===== src/rtl/tgate_bus_pkg.sv =====
// Shared types and sizing helpers for the transmission-gate bus driver.
package tgate_bus_pkg;

  // Controller phases. IDLE accepts, SETUP waits for grant with gates off,
  // DRIVE passes data onto the net, TURN keeps the gates off before the next accept.
  typedef enum logic [1:0] {
    IDLE  = 2'd0,
    SETUP = 2'd1,
    DRIVE = 2'd2,
    TURN  = 2'd3
  } state_t;

  localparam int DEFAULT_HOLD_CYCLES = 2;
  localparam int DEFAULT_TURN_CYCLES = 1;

  // Width of the phase counter. It must hold the larger of the two reload
  // values. Both values are at least 1, so the result is always at least 1 bit.
  function automatic int cnt_width(input int hold_cycles, input int turn_cycles);
    int longest;
    longest = (hold_cycles > turn_cycles) ? hold_cycles : turn_cycles;
    return $clog2(longest + 1);
  endfunction

endpackage


===== src/rtl/tgate_bus_driver.sv =====
// Transmit-side controller for a shared transmission-gate bus.
// It accepts one word over valid/ready, holds that word on bus_data, and
// sequences bus_en as follows: a setup cycle with the gates off, a drive window
// of HOLD_CYCLES cycles while grant is held, then a turnaround gap of
// TURN_CYCLES cycles. This keeps two drivers from overlapping on the shared net.
// Every output comes from a register.
module tgate_bus_driver
  import tgate_bus_pkg::*;
#(
  parameter int WIDTH       = 8,
  parameter int HOLD_CYCLES = DEFAULT_HOLD_CYCLES,
  parameter int TURN_CYCLES = DEFAULT_TURN_CYCLES
) (
  input  logic             clk,
  input  logic             rst,
  input  logic             s_valid,
  input  logic [WIDTH-1:0] s_data,
  output logic             s_ready,
  input  logic             bus_grant,
  output logic [WIDTH-1:0] bus_data,
  output logic             bus_en,
  output logic             busy,
  output logic             done,
  output logic             abort
);

  localparam int CW = cnt_width(HOLD_CYCLES, TURN_CYCLES);

  localparam logic [CW-1:0] HOLD_LOAD = CW'(HOLD_CYCLES);
  localparam logic [CW-1:0] TURN_LOAD = CW'(TURN_CYCLES);
  localparam logic [CW-1:0] CNT_LAST  = CW'(1);

  state_t          state, state_n;
  logic [CW-1:0]   cnt, cnt_n;
  logic [WIDTH-1:0] data_n;
  logic            en_n;
  logic            ready_n;
  logic            busy_n;
  logic            done_n;
  logic            abort_n;

  // Next-state and next-output decode. Every decision is evaluated for the coming edge.
  always_comb begin
    // NOTE: every signal assigned here gets a default first. A path that
    // misses an assignment would otherwise infer a latch.
    state_n = state;
    cnt_n   = cnt;
    data_n  = bus_data;
    en_n    = 1'b0;
    done_n  = 1'b0;
    abort_n = 1'b0;

    unique case (state)
      IDLE: begin
        // s_ready is registered, so it is still low on the first cycle after reset.
        if (s_valid && s_ready) begin
          data_n  = s_data;
          state_n = SETUP;
        end
      end

      SETUP: begin
        // Gates stay off for at least this one cycle. The wait for grant has no timeout.
        if (bus_grant) begin
          state_n = DRIVE;
          cnt_n   = HOLD_LOAD;
          en_n    = 1'b1;
        end
      end

      DRIVE: begin
        if (!bus_grant) begin
          // Grant was lost: release the net at once. The word is not retried.
          state_n = TURN;
          cnt_n   = TURN_LOAD;
          abort_n = 1'b1;
        end else if (cnt == CNT_LAST) begin
          state_n = TURN;
          cnt_n   = TURN_LOAD;
          done_n  = 1'b1;
        end else begin
          cnt_n = cnt - CNT_LAST;
          en_n  = 1'b1;
        end
      end

      TURN: begin
        if (cnt == CNT_LAST) begin
          state_n = IDLE;
        end else begin
          cnt_n = cnt - CNT_LAST;
        end
      end

      default: begin
        state_n = IDLE;
      end
    endcase

    ready_n = (state_n == IDLE);
    busy_n  = (state_n != IDLE);
  end

  // State, counter and output registers, with synchronous reset that releases the bus.
  always_ff @(posedge clk) begin
    // NOTE: sequential state uses non-blocking assignments only. All registers
    // then update together from the values that were present before the edge.
    if (rst) begin
      state    <= IDLE;
      cnt      <= '0;
      bus_data <= '0;
      bus_en   <= 1'b0;
      s_ready  <= 1'b0;
      busy     <= 1'b0;
      done     <= 1'b0;
      abort    <= 1'b0;
    end else begin
      state    <= state_n;
      cnt      <= cnt_n;
      bus_data <= data_n;
      bus_en   <= en_n;
      s_ready  <= ready_n;
      busy     <= busy_n;
      done     <= done_n;
      abort    <= abort_n;
    end
  end

endmodule


===== config.mk =====
export PLATFORM = sky130hd
export DESIGN_NAME = tgate_bus_driver
export DESIGN_NICKNAME = d
export VERILOG_FILES = /design/src/rtl/tgate_bus_pkg.sv /design/src/rtl/tgate_bus_driver.sv
export SDC_FILE = /design/constraint.sdc
export NUM_CORES = 1
export LEC_CHECK = 0
export CAP_MARGIN = 20
export CORE_MARGIN = 10
export CORE_UTILIZATION = 41
export DETAILED_ROUTE_END_ITERATION = 6
export GPL_TIMING_DRIVEN = 0
export PLACE_DENSITY = 0.74
export SLEW_MARGIN = 15
export SYNTH_ARGS = -nofsm -noshare
export SYNTH_HDL_FRONTEND = slang
export SYNTH_SLANG_ARGS = --single-unit

===== constraint.sdc =====
create_clock -name clk -period 1.5 [get_ports clk]
set_input_delay 0.225 -clock clk [delete_from_list [all_inputs] [get_ports clk]]
set_output_delay 0.225 -clock clk [all_outputs]
set_load 0.02 [all_outputs]

==> impl_results.md, run 1 <==
- Synth cell types: 29
- Top fanout value on the critical path: 6
- RePlAce Congestion: approximately 0.77
- GRT Total Usage: a little under a tenth
- Hold path cells: 2
- Post-synth EDFFs: 0
- Setup_tns: 0 ns
- DRT Wirelength: slightly below 2 mm
- Largest net degree at the start of global routing: 11
- TritonCTS buffer count: 3
- Die W: 65.3 µm
- Synth Net Count: about 110
- Routed vias/inst: just under 5
- Critical-path cell list: buf_4 > ha_1 > buf_6 > a21oi_2 > a221o_1 > o311a_1
- Top area cells in the synthesized netlist: dfxtp_1 40%, ha_1 12%, mux2i_1 11%
- Initial antenna violation count: 0
- Area leader, netlist: dfxtp_1
- FP Rows: 16
- GR Overflow Total: 0
- Hold_buf cts: 0
- CP Capture Type: flip-flop
- Ys Warns: 0
- Worst hold slack: between 0.3 and 0.4 ns
- Layout cell share with drive strength beyond 1: 25.4%
- Worst skew pair latency: approximately 0.29 ns
- Startpoint Class: flip-flop
- Status: completed
- Bufs on Longest Clock Path: 2
- DRT iter0 DRCs: 26
- Fin nets: about 140
- Share of the synthesized area in the top cell type: 40.5%
- Worst slew margin: between 70 and 80%
- Cell area power density: approximately 800 mW/mm²
- Hold_sp: rst
- CP max stage delay: between 0.3 and 0.4 ns
- Worst Hold End: busy
- Worst R2R Path Depth: 6
- R2R Path Start: state[1]
- Non-filler cells, final: between 100 and 150
- CTS tree: yes
- Worst r2r dst: s_ready
- Vias in the first global route: roughly 670
- H-tree depth: 1
- Area Growth Syn to Fin: 46.9%
- CTS clock-pin slew for the worst setup and hold paths: 0.10 ns
- Synth async-reset ratio: 0%
- FMAX: between 0.6 and 0.7 GHz
- Ant diodes: 0
- Num ports: 25
- CTS Sinks: 17
- Critical path arrival: between 1.5 and 2 ns
- VDD IR-drop max: 0.490 mV
- Root buffer cell: clkbuf_4
- Cell count after placement: ~140
- Number of I/O port buffers: 23
- Initial Utilization: between 40 and 50%
- Fin crit share: between 90% and 100%
- Hold WC Path Type: in2reg
- #FFs+latches synth: 17
- Die area: roughly 0.0043 mm²
- Commonest cells after routing, fill and taps aside: 15 x dfxtp_1, 14 x clkdlybuf4s50_1, 12 x nor2_1, 9 x mux2i_1, 8 x dlymetal6s2s_1
- Worst Setup Path Type: reg2reg
- Layout Skew: approximately 0.0068 ns
- Slew Viols, Final: 0
- Final min period: approximately 1.4 ns
- # setup viols final: 0
- Vias: about 700
- Remaining DRCs: 0
- Mapped cell area: between 800 and 900 µm²
- Pleak: between 0.6 and 0.7 nW
- Post-synth top flop: dfxtp_1
- Cells after Synth: 85
- Required @ worst endpoint: 1.74 ns
- First-pass GRT wire length: 3.24 mm
- Core Area: just under 0.002 mm²
- Max-cap violations: 0
- Sequential share of the synthesized area: roughly two fifths
- Worst Max-Slew Pin Slew: around 0.43 ns
- Final ANT Viol Nets: 0
- DRT Pass-1 Iters: 5
- Most common cell after layout, fill and taps aside: dfxtp_1
- FF-to-FF setup slack: 0.07 ns
- CP max-delay cell: dfxtp_4
- Synth Area per Inst: roughly 9.9 µm²
- Drt wl/cell: around 14 µm
- Die Y-Extent: between 60 and 70 µm
- Detailed Place HPWL: 1.45 mm
- Final Hold Violating Endpoints: 0
critical path: cells and delay by family (launching register included):
family | cells | cell delay, ns
fa+ha+maj | 1 | 0.18
flops | 1 | 0.37
buf+inv | 2 | 0.27
compound gates | 3 | 0.57
worst max path at each step:
stage | from | to | slack (ns) | cells after the start
floorplan | state[0] | cnt[1] | 0.07 | 6
global placement | bus_grant | cnt[1] | -0.12 | 5
detailed placement | bus_grant | cnt[1] | -0.14 | 5
CTS | bus_data[4] | bus_data[4] | 0.002 | 1
global route | state[1] | s_ready | -0.004 | 6
finish | state[1] | s_ready | 0.07 | 6
routing by layer:
layer  wire [µm]  part of all wire [%]  vias to the layer above  track usage (%)
met5           0                     0                        -                0
met4          34                   1.7                        0             6.42
met3          51                   2.6                        2             1.86
met2         988                    50                       10             14.5
met1         885                    45                      335             11.2
li1            -                     -                      354                -
sequential cells by signal, summed over array words and instances, names as in the netlist:
| register | cells |
|---|---|
| s_ready | 1 |
| bus_data | 8 |
| cnt | 2 |
| state | 2 |
| bus_en | 1 |
| busy | 1 |
| abort | 1 |
| done | 1 |
final cells by class:
type	instances	area, µm²
Buffer	4	30.0
Inverter	5	18.8
Fill cell	182	727
Timing Repair Buffer	29	294
Clock inverter	1	5.00
Sequential cell	17	348
Clock buffer	3	22.5
Multi-Input combinational cell	59	483
Tap cell	27	33.8
per-stage QoR:
step                area (µm²)  util, %  total power [mW]  setup slack (ns)
floorplan                  841        -             0.651            0.0706
global placement          1100     56.3             0.740            -0.118
detailed placement        1100     56.3             0.745            -0.137
CTS                       1140     58.4             0.987           0.00154
global route              1230     62.9              1.05          -0.00442
finish                    1230     62.9             0.986            0.0658
timing repair:
item	CTS	global route
buffers inserted	0	6
pin swaps	0	4
gates resized for setup	7	17
endpoints found under the setup margin	6	12
synthesized netlist by cell type (2+ instances only):
| master | n |
|---|---|
| mux2i_1 | 9 |
| a21oi_1 | 4 |
| nand2_1 | 5 |
| o21ai_0 | 2 |
| nor2b_1 | 2 |
| clkbuf_1 | 2 |
| ha_1 | 8 |
| inv_1 | 5 |
| nor2_1 | 12 |
| dfxtp_1 | 17 |
where the power goes:
part / internal (mW) / switching, mW
clock: 0.0989 / 0.141
combinational: 0.124 / 0.121
sequential: 0.478 / 0.0230
kinds of logic after synthesis:
group           synth area share [%]
mux                             10.7
fa+ha+maj                       11.9
simple gates                    17.1
buf+inv                         4.61
compound gates                  15.2
flops                           40.5
Power figures use the tool's default switching activity.
==> run 2: changes to the inputs <==
--- a/config.mk
+++ b/config.mk
@@ -12,4 +12,5 @@
 export GPL_TIMING_DRIVEN = 0
 export PLACE_DENSITY = 0.74
+export SKIP_LAST_GASP = 1
 export SLEW_MARGIN = 15
 export SYNTH_ARGS = -nofsm -noshare
==> constraint.sdc (replaced) <==
create_clock -name clk -period 1.5 [get_ports clk]
set_input_delay 0.375 -clock clk [delete_from_list [all_inputs] [get_ports clk]]
set_output_delay 0.375 -clock clk [all_outputs]
set_load 0.02 [all_outputs]
==> impl_results.md, run 2 (synthesis results as in run 1) <==
- Critical-path cell list: buf_4 > ha_1 > buf_6 > a21oi_2 > a221o_1 > o311a_1
- Status: completed
- Layout cell share with drive strength beyond 1: ~25%
- Hold WC Path Type: reg2reg
- Worst slew margin: between 70% and 80%
- Layout Skew: approximately 0.0042 ns
- Most common cell after layout, fill and taps aside: dfxtp_1
- RePlAce Congestion: about 0.77
- Fillers: 187
- Remaining DRCs: 0
- Die area: around 0.0043 mm²
- Core Area: 0.00196 mm²
- Initial Utilization: about 43%
- VDD IR-drop max: about 0.48 mV
- CP max-delay cell: a221o_1
- Bufs on Longest Clock Path: 2
- Biggest register: bus_data
- Startpoint Class: flip-flop
- GR peak layer: met2
- Largest net degree at the start of global routing: 11
- Worst Max-Slew Pin Slew: 0.428 ns
- Slew Viols, Final: 0
- CTS tree: yes
- Overall power: a little under 1 mW
- Number of I/O port buffers: 23
- Top fanout value on the critical path: 6
- Drt wl/cell: about 13 µm
- Vias: a little over 700
- Final Hold Violating Endpoints: 0
- Pleak: 0.583 nW
- Top flop regs: bus_data: 8 flops, cnt: 2 flops, state: 2 flops
- Die Y-Extent: between 60 and 70 µm
- Setup repair after global routing missed its margin: true
- Num ports: 25
- Buf/Inv on CP: 2
- Area Growth Syn to Fin: 45.4%
- Final ANT Viol Nets: 0
- FP Rows: 16
- Routed vias/inst: around 4.9
- Die W: between 60 and 70 µm
- Fin nets: 141
- DRT Wirelength: about 1.9 mm
- Required @ worst endpoint: around 1.7 ns
- Worst Setup Path Type: reg2reg
- DRT iter0 DRCs: 26
- CP Capture Type: flip-flop
- TritonCTS buffer count: 3
- CP top delay family: compound AO/OA/AOI/OAI gates
- Worst hold slack: a little under 0.5 ns
- M2 GR Usage: roughly 14%
- Critical path arrival: about 1.6 ns
- Max-cap violations: 0
- FMAX: between 0.6 and 0.7 GHz
- Core Util, Final: around 62%
- Initial antenna violation count: 0
- Met1 GRT Util: 11.0%
- DRT Pass-1 Iters: 4
- Detailed Place HPWL: approximately 1.5 mm
- Commonest cells after routing, fill and taps aside: 15 x dfxtp_1, 13 x dlygate4sd2_1, 12 x nor2_1, 9 x mux2i_1, 9 x clkdlybuf4s50_1
- Vias in the first global route: around 670
- Worst skew pair latency: 0.28 ns
- H-tree depth: 1
- Max reg flops: 8
- Fin crit share: 96.6%
- GR Overflow Total: 0
- Met3 Track Usage GR: 1.86%
- CTS Sinks: 17
- GRT Total Usage: a little under a tenth
- Root buffer cell: clkbuf_4
- Setup_tns: 0 ns
- First-pass GRT wire length: between 3 and 4 mm
- Final min period: 1.45 ns
- CP max stage delay: 0.41 ns
- Cell area power density: between 800 and 900 mW/mm²
- Ant diodes: 0
- # setup viols final: 0
- CTS clock-pin slew for the worst setup and hold paths: approximately 0.10 ns
==> run 2: cell types whose count changed in the layout (fill, tap and decap cells not counted) <==
cell,change
buf_4,+2
dlymetal6s2s_1,-7
clkdlybuf4s50_1,-5
ha_1,+2
dlygate4sd2_1,+12
ha_4,+1
ha_2,-3
==> run 2: area by class of cell <==
class | count | area [µm²] | share of cell area (%)
tap | 27 | 33.8 | 2.76
multi-input combinational | 59 | 488 | 39.9
inverter | 5 | 18.8 | 1.54
sequential | 17 | 348 | 28.5
clock inverter | 1 | 5.00 | 0.409
buffer | 4 | 30.0 | 2.46
timing repair buffer | 31 | 277 | 22.6
clock buffer | 3 | 22.5 | 1.84
==> run 2: metrics by stage <==
stage	area, µm²	cells	worst slack, ns
3_3_place_gp	1100	135	-0.268
4_1_cts	1130	140	-0.00589
5_1_grt	1220	147	-0.0203
6_report	1220	147	0.0509
2_1_floorplan	841	85	0.0706
3_5_place_dp	1100	135	-0.287
==> run 2: where the power goes <==
group	total [mW]	internal (mW)	leakage, nW	switching [mW]
Combinational	0.248	0.124	0.425	0.124
Sequential	0.499	0.478	0.140	0.0215
Clock	0.237	0.0989	0.0177	0.138
==> run 2: worst paths after layout <==
check                                  from           to  slack, ns  depth (start not counted)
worst max-delay path               state[1]      s_ready       0.05                          6
worst min-delay path            bus_data[3]  bus_data[3]       0.49                          2
worst min register to register  bus_data[3]  bus_data[3]       0.49                          2
worst max register to register     state[1]      s_ready       0.05                          6
==> run 2: worst register-to-register path, cell delays in order, from the launching register on <==
cell and delay (ns):
dfxtp_4 0.38, buf_4 0.11, ha_1 0.14, buf_6 0.12, a21oi_2 0.05, a221o_1 0.41, o311a_1 0.12
==> run 2: repair_timing <==
item | 4_1_cts | 5_1_grt
setup endpoints to repair | 18 | 5
gates resized for setup | 17 | 11
buffers inserted | 1 | 7
pin swaps | 1 | 4
hold buffers | 0 | 0
==> run 2: per-layer routing <==
layer  share of wire, %  wire length, µm  vias to the layer above
li1                   -                -                      358
met1                 44              850                      341
met2                 51              985                       12
met3                2.8               54                        2
met4                1.8               34                        0
met5                  0                0                        -
